### src/rtl/comm_pkg.sv
// Shared types and default constants for the two-byte serial command receiver.
package comm_pkg;

  typedef enum logic {
    IDLE,
    RECV
  } rx_state_t;

  typedef enum logic {
    WAIT_HI,
    WAIT_LO
  } asm_state_t;

  localparam int unsigned BAUD_DIV_DEF    = 2604;
  localparam logic [31:0] TIMEOUT_CYC_DEF = 32'd5_000_000;

endpackage

### src/rtl/uart_rx.sv
// 8N1 byte receiver: RX synchroniser, mid-bit sampling baud timer, bit counter
// and LSB-first shift register. Pulses rx_rdy on a good stop bit, frm_err on a bad one.
//
// state | meaning
// IDLE  | line idle, waiting for a synchronised falling edge
// RECV  | sampling start, 8 data and stop bits at mid-bit points
module uart_rx
  import comm_pkg::*;
#(
  parameter int unsigned BAUD_DIV = BAUD_DIV_DEF
) (
  input  logic       clk,
  input  logic       rst_n,
  input  logic       RX,
  output logic [7:0] rx_data,
  output logic       rx_rdy,
  output logic       frm_err
);

  localparam int unsigned    CNT_W     = $clog2(BAUD_DIV);
  localparam logic [CNT_W-1:0] HALF_LOAD = CNT_W'(BAUD_DIV / 2 - 1);
  localparam logic [CNT_W-1:0] FULL_LOAD = CNT_W'(BAUD_DIV - 1);
  localparam logic [CNT_W-1:0] CNT_ONE   = CNT_W'(1);
  localparam logic [3:0]       STOP_BIT  = 4'd9;

  logic             rx_s1_q, rx_s2_q, rx_s3_q;
  rx_state_t        state_q, state_d;
  logic [CNT_W-1:0] baud_cnt_q, baud_cnt_d;
  logic [3:0]       bit_cnt_q, bit_cnt_d;
  logic [7:0]       shift_q, shift_d;
  logic             rx_rdy_q, rx_rdy_d;
  logic             frm_err_q, frm_err_d;
  logic             fall;

  // rx_s3_q is the previous synchronised value, used only for edge detection.
  assign fall = rx_s3_q & ~rx_s2_q;

  always_comb begin
    state_d    = state_q;
    baud_cnt_d = baud_cnt_q;
    bit_cnt_d  = bit_cnt_q;
    shift_d    = shift_q;
    rx_rdy_d   = 1'b0;
    frm_err_d  = 1'b0;
    case (state_q)
      IDLE: begin
        if (fall) begin
          state_d    = RECV;
          baud_cnt_d = HALF_LOAD;
          bit_cnt_d  = 4'd0;
        end
      end
      RECV: begin
        if (baud_cnt_q != '0) begin
          baud_cnt_d = baud_cnt_q - CNT_ONE;
        end else begin
          baud_cnt_d = FULL_LOAD;
          bit_cnt_d  = bit_cnt_q + 4'd1;
          if (bit_cnt_q == 4'd0) begin
            if (rx_s2_q) state_d = IDLE;
          end else if (bit_cnt_q == STOP_BIT) begin
            state_d   = IDLE;
            rx_rdy_d  = rx_s2_q;
            frm_err_d = ~rx_s2_q;
          end else begin
            shift_d = {rx_s2_q, shift_q[7:1]};
          end
        end
      end
      default: state_d = IDLE;
    endcase
  end

  always_ff @(posedge clk or negedge rst_n) begin
    if (!rst_n) begin
      rx_s1_q    <= 1'b1;
      rx_s2_q    <= 1'b1;
      rx_s3_q    <= 1'b1;
      state_q    <= IDLE;
      baud_cnt_q <= '0;
      bit_cnt_q  <= 4'd0;
      shift_q    <= 8'h00;
      rx_rdy_q   <= 1'b0;
      frm_err_q  <= 1'b0;
    end else begin
      rx_s1_q    <= RX;
      rx_s2_q    <= rx_s1_q;
      rx_s3_q    <= rx_s2_q;
      state_q    <= state_d;
      baud_cnt_q <= baud_cnt_d;
      bit_cnt_q  <= bit_cnt_d;
      shift_q    <= shift_d;
      rx_rdy_q   <= rx_rdy_d;
      frm_err_q  <= frm_err_d;
    end
  end

  assign rx_data = shift_q;
  assign rx_rdy  = rx_rdy_q;
  assign frm_err = frm_err_q;

endmodule

### src/rtl/comm_slave.sv
// Two-byte command receiver: pairs UART bytes high-then-low into a 16-bit cmd
// with a sticky cmd_rdy flag. Optional high/low gap timeout: CMD_TIMEOUT_EN.
//
// state   | meaning
// WAIT_HI | expecting the high byte of a command
// WAIT_LO | high byte held, expecting the low byte
module comm_slave
  import comm_pkg::*;
#(
  parameter int unsigned BAUD_DIV    = BAUD_DIV_DEF,
  parameter logic [31:0] TIMEOUT_CYC = TIMEOUT_CYC_DEF
) (
  input  logic        clk,
  input  logic        rst_n,
  input  logic        RX,
  input  logic        clr_cmd_rdy,
  output logic [15:0] cmd,
  output logic        cmd_rdy,
  output logic        frm_err
);

  if (BAUD_DIV < 8) begin : g_baud_chk
    $error("comm_slave: BAUD_DIV must be at least 8");
  end
  if (TIMEOUT_CYC == 32'd0) begin : g_tmo_chk
    $error("comm_slave: TIMEOUT_CYC must be non-zero");
  end

  logic [7:0]  rx_data;
  logic        rx_rdy;
  asm_state_t  state_q, state_d;
  logic [7:0]  hi_byte_q, hi_byte_d;
  logic [15:0] cmd_q, cmd_d;
  logic        cmd_rdy_q, cmd_rdy_d;
  logic        tmo_hit;

  uart_rx #(
    .BAUD_DIV (BAUD_DIV)
  ) u_rx (
    .clk     (clk),
    .rst_n   (rst_n),
    .RX      (RX),
    .rx_data (rx_data),
    .rx_rdy  (rx_rdy),
    .frm_err (frm_err)
  );

`ifdef CMD_TIMEOUT_EN
  logic [31:0] tmo_cnt_q, tmo_cnt_d;

  // Counter sits at zero outside WAIT_LO, so it reads zero on the first WAIT_LO cycle.
  always_comb begin
    tmo_cnt_d = 32'd0;
    if (state_q == WAIT_LO) tmo_cnt_d = tmo_cnt_q + 32'd1;
  end

  assign tmo_hit = (state_q == WAIT_LO) && (tmo_cnt_q == TIMEOUT_CYC);

  always_ff @(posedge clk or negedge rst_n) begin
    if (!rst_n) tmo_cnt_q <= 32'd0;
    else        tmo_cnt_q <= tmo_cnt_d;
  end
`else
  assign tmo_hit = 1'b0;
`endif

  // Clear is applied first so that a completing command overrides it.
  always_comb begin
    state_d   = state_q;
    hi_byte_d = hi_byte_q;
    cmd_d     = cmd_q;
    cmd_rdy_d = cmd_rdy_q;
    if (clr_cmd_rdy) cmd_rdy_d = 1'b0;
    case (state_q)
      WAIT_HI: begin
        if (rx_rdy) begin
          hi_byte_d = rx_data;
          cmd_rdy_d = 1'b0;
          state_d   = WAIT_LO;
        end
      end
      WAIT_LO: begin
        if (rx_rdy) begin
          cmd_d     = {hi_byte_q, rx_data};
          cmd_rdy_d = 1'b1;
          state_d   = WAIT_HI;
        end else if (tmo_hit) begin
          hi_byte_d = 8'h00;
          state_d   = WAIT_HI;
        end
      end
      default: state_d = WAIT_HI;
    endcase
  end

  always_ff @(posedge clk or negedge rst_n) begin
    if (!rst_n) begin
      state_q   <= WAIT_HI;
      hi_byte_q <= 8'h00;
      cmd_q     <= 16'h0000;
      cmd_rdy_q <= 1'b0;
    end else begin
      state_q   <= state_d;
      hi_byte_q <= hi_byte_d;
      cmd_q     <= cmd_d;
      cmd_rdy_q <= cmd_rdy_d;
    end
  end

  assign cmd     = cmd_q;
  assign cmd_rdy = cmd_rdy_q;

endmodule

### config.mk
export PLATFORM = sky130hd
export DESIGN_NAME = comm_slave
export DESIGN_NICKNAME = d
export VERILOG_FILES = /design/src/rtl/comm_pkg.sv /design/src/rtl/uart_rx.sv /design/src/rtl/comm_slave.sv
export SDC_FILE = /design/constraint.sdc
export NUM_CORES = 1
export LEC_CHECK = 0
export BUFFER_PORTS_ARGS = -buffer_cell sky130_fd_sc_hd__buf_2
export CAP_MARGIN = 20
export CORE_ASPECT_RATIO = 0.6
export CORE_MARGIN = 2
export CORE_UTILIZATION = 36
export DETAILED_ROUTE_END_ITERATION = 6
export PLACE_DENSITY = 0.51
export SLEW_MARGIN = 20
export SYNTH_ARGS = -nofsm -noshare
export SYNTH_HDL_FRONTEND = slang
export SYNTH_HIERARCHICAL = 1
export SYNTH_SLANG_ARGS = --single-unit
### constraint.sdc
create_clock -name clk -period 1.95 [get_ports clk]
set_clock_uncertainty 0.05 [all_clocks]
set_input_delay 0.39 -clock clk [delete_from_list [all_inputs] [get_ports clk]]
set_output_delay 0.39 -clock clk [all_outputs]
set_load 0.01 [all_outputs]
==> results by stage <==
Run status:
- The flow ran to the end, and the final reports show no timing, DRC or antenna violations.

Floorplanning:
- The area of the core is 6680 um^2.
- 22 I/O pins were placed.
- The die is 111 um wide.
- The chip height is 68.3 um.
- Row generation in the floorplan step produced 23 rows.
- For this configuration, the core starts out at a cell density of 37.2%.
- The floorplan die area is 7590 um^2.

Logic synthesis:
- When the netlist entered floorplanning its net count stood at 202.
- Synthesis inferred 56 register bits.
- The synthesized instance count is 191.
- After synthesis, the mean cell area works out to 13.0 um^2.
- The cell area after synthesis is 2480 um^2.
- The number of different library cells used by synthesis comes to 37.
- The post-synthesis sequential area ratio is 56.6%.
- The warning count from the yosys run is 6.

Setup path:
- The critical path goes through nor4_4 > buf_4 > nand4_2 > nor2_4 > mux2_2.
- The sort of element at the end of the critical path is a register.
- The signal arrival time at the worst endpoint is 1990 ps.
- The worst setup path is launched from a register.
- Data on the critical path is required at its endpoint by 2070 ps.
- In this run the worst path has a maximum fanout of 8.
- The worst setup path is of the reg2reg kind.
- The highest cell delay on the worst timing path is 450 ps.
- The critical-path cell with the highest stage delay is sky130_fd_sc_hd__dfrtp_1.

Timing:
- For this run, the top clock speed supported by timing is 536 MHz.
- The worst path meets setup with 82.7 ps of slack.
- The post-route clock period utilization is 95.8%.
- After layout, the minimum clock period comes to 1870 ps.
- The final number of setup-violating endpoints is 0.
- The number of max-slew violations in the final report came to 0.
- The transition at the pin with the smallest max-transition slack is 449 ps.
- The worst pin sits at a relative slew slack of 70.1%.
- The number of hold violations in the final report is 0.
- The worst slack on hold paths is 145 ps.

Finish:
- For this run, the share of the core covered by cells in the final layout is 43.6%.
- Leaving out fill and tap cells, the most frequent cell in the layout is sky130_fd_sc_hd__dfrtp_1.
- Cells with a size suffix above 1 make up 36.6% of the layout.
- The number of inserted diodes is 0.
- The count of nets after finishing is 237.
- Leaving out filler cells and counting taps, the final layout contains 314.
- The library cells used most frequently in the layout, excluding fill and tap cells, are sky130_fd_sc_hd__dfrtp_1, sky130_fd_sc_hd__mux2_2, sky130_fd_sc_hd__buf_2.
- Relative to the synthesized area, the layout overhead comes to 17.2%.
- The number of filler cells placed in the layout is 631.

Power:
- Power spread over the standard cell area amounts to 1040 nW/um^2.
- After layout, the design draws a total of 0.00302 W.
- The share of total power in the clock network is 29.5%.
- The leakage power figure is 1.45 nW.
- The fraction of power spent switching nets is 31.2%.
- The worst-case vdd ir drop is 424 uV.
- The switching power of the nets is 0.000941 W.
- Cell internal power was estimated by the tool at 0.00207 W.
- The share of total power dissipated in combinational logic is 21.3%.
- The part of the power in registers is 49.3%.

CTS:
- In this run the clock root is driven by a sky130_fd_sc_hd__clkbuf_16.
- The clock reaches the later pin of the worst-skew pair after 290 ps.
- CTS saw 56 sinks.
- The H-tree was split into 2 levels.
- After clock tree synthesis, the clock-pin slew on the worst setup and hold paths is 70 ps.
- Counting along the longest clock path gives a buffer depth of 2.
- TritonCTS built the clock tree.
- The TritonCTS buffer count is 5.

Global route:
- The total overflow reported by the global router is 0.
- The first global-routing pass estimated 7750 um of wire.
- Entering global routing, the biggest net connects 35 pins.
- The number of global-route vias before repair is 1404.
- The initial antenna violation count is 0.
- The all-layer global routing usage is 13.3%.

Placed design:
- The wire-length estimate of the detail-placed layout is 3350 um.
- Prior to clock tree synthesis, the placed netlist has a worst setup slack of 103 ps.
- The quantity of I/O buffers inserted on ports is 21.
- Counting tap cells, the placed design contains a total of 304 instances.
- Routability-driven placement finished with a final weighted congestion of 0.872.

Routing:
- Once detail routing completed, the nets flagged for antenna violations numbered 0.
- The remaining routing DRC violations is 0.
- The average vias per placed instance is 4.99.
- After detailed routing, the average wire length per cell comes to 14.9 um.
- Before antenna repair, the detailed router went through 5 iterations.
- The post-detailed-routing wire length is 4680 um.
- In this run, the number of DRC markers left after iteration 0 of detailed routing was 119.
- The via count is 1567.

Worst hold path:
- In this run the worst hold path is classified as in2reg.

Run:
- The number of max-capacitance violations reported is 0.
flip-flops by register name, summed over array words and instances, names as in the netlist, 4 cells and up:
register,flops
u_rx/bit_cnt_q,4
hi_byte_q,8
cmd,16
u_rx/baud_cnt_q,12
u_rx/rx_data,8
power by group through the flow:
stage	combinational, W	sequential (W)	clock, W
finish	0.000641	0.00149	0.000889
global route	0.000730	0.00151	0.000969
CTS	0.000624	0.00148	0.000918
detailed placement	0.000623	0.00150	0
global placement	0.000623	0.00150	0
floorplan	0.000411	0.00148	0
timing repair:
action,4_1_cts,5_1_grt
endpoints found under the hold margin,14,0
hold buffers,1,0
buffers inserted,0,1
gates resized for setup,0,2
endpoints found under the setup margin,0,10
Yosys cell counts:
cell type	instances	area [um^2]
sky130_fd_sc_hd__dfrtp_1	53	1330
sky130_fd_sc_hd__mux2_2	22	248
sky130_fd_sc_hd__nand2_1	13	48.8
sky130_fd_sc_hd__inv_1	10	37.5
sky130_fd_sc_hd__mux2_4	10	150
sky130_fd_sc_hd__o21ai_0	10	50.1
sky130_fd_sc_hd__nand3_1	8	40.0
sky130_fd_sc_hd__ha_1	7	87.6
sky130_fd_sc_hd__a21oi_1	6	30.0
sky130_fd_sc_hd__nor2_1	6	22.5
sky130_fd_sc_hd__dfstp_2	3	78.8
sky130_fd_sc_hd__nand4_1	3	18.8
sky130_fd_sc_hd__nor4_1	3	18.8
sky130_fd_sc_hd__o211ai_1	3	22.5
sky130_fd_sc_hd__o31ai_1	3	22.5
sky130_fd_sc_hd__a21o_1	2	15.0
sky130_fd_sc_hd__a22o_1	2	17.5
sky130_fd_sc_hd__and2_1	2	12.5
sky130_fd_sc_hd__buf_2	2	10.0
sky130_fd_sc_hd__clkbuf_1	2	7.51
sky130_fd_sc_hd__mux2i_1	2	20.0
sky130_fd_sc_hd__nand2b_1	2	12.5
sky130_fd_sc_hd__nor3_1	2	10.0
sky130_fd_sc_hd__nor4_4	2	42.5
sky130_fd_sc_hd__a211o_1	1	8.76
sky130_fd_sc_hd__a211oi_1	1	7.51
sky130_fd_sc_hd__a21boi_0	1	7.51
sky130_fd_sc_hd__a221o_1	1	10.0
sky130_fd_sc_hd__and3_1	1	6.26
sky130_fd_sc_hd__buf_12	1	20.0
sky130_fd_sc_hd__buf_6	1	11.3
sky130_fd_sc_hd__nand4_2	1	12.5
sky130_fd_sc_hd__nor2_4	1	11.3
sky130_fd_sc_hd__o211a_1	1	10.0
sky130_fd_sc_hd__o311ai_0	1	8.76
sky130_fd_sc_hd__or3b_2	1	8.76
sky130_fd_sc_hd__xor2_1	1	8.76
area by class of cell:
cell class	count	area (um^2)	share of cell area (%)
tap	87	109	3.74
clock inverter	3	21.3	0.731
multi-input combinational	119	992	34.1
inverter	10	37.5	1.29
sequential	56	1410	48.3
clock buffer	5	125	4.30
timing repair buffer	34	218	7.48
final timing paths:
check / cells past startpoint / end / slack, ps / start
hold / removal: 1 / u_rx/rx_s1_q / 150 / RX
max in group asynchronous: 3 / u_rx/rx_s3_q / 760 / rst_n
hold reg to reg: 0 / u_rx/rx_s2_q / 310 / u_rx/rx_s1_q
setup / recovery: 5 / u_rx/rx_data[6] / 80 / u_rx/baud_cnt_q[3]
min in group asynchronous: 2 / u_rx/baud_cnt_q[10] / 510 / rst_n
setup reg to reg: 5 / u_rx/rx_data[6] / 80 / u_rx/baud_cnt_q[3]
metal layers:
| layer | track usage [%] | vias up | routed length (um) |
|---|---|---|---|
| li1 | - | 754 | - |
| met1 | 22.2 | 771 | 2780 |
| met2 | 15.2 | 40 | 1610 |
| met3 | 3.72 | 2 | 258 |
| met4 | 4.17 | 0 | 30 |
| met5 | 0 | - | 0 |
stage by stage:
step | area (um^2) | setup TNS [ps]
finish | 2910 | 0
global route | 2910 | -1.86
CTS | 2900 | 0
detailed placement | 2740 | 0
global placement | 2740 | 0
floorplan | 2480 | 0
critical path, delay by kind of cell (launching register included):
| kind | cells | cell delay (ps) |
|---|---|---|
| buffers and inverters | 1 | 160 |
| multiplexers | 1 | 370 |
| flip-flops | 1 | 450 |
| AND/OR/NAND/NOR | 3 | 730 |
kinds of logic after synthesis:
| group | synth area share (%) |
|---|---|
| AOI/OAI and AO/OA | 8.47 |
| muxes | 16.8 |
| buffers and inverters | 3.48 |
| adders and majority gates | 3.53 |
| and+or+nand+nor | 10.7 |
| DFF | 56.6 |
| xor gates and xnor gates | 0.353 |
No activity file was read; power rests on OpenSTA's default activity.
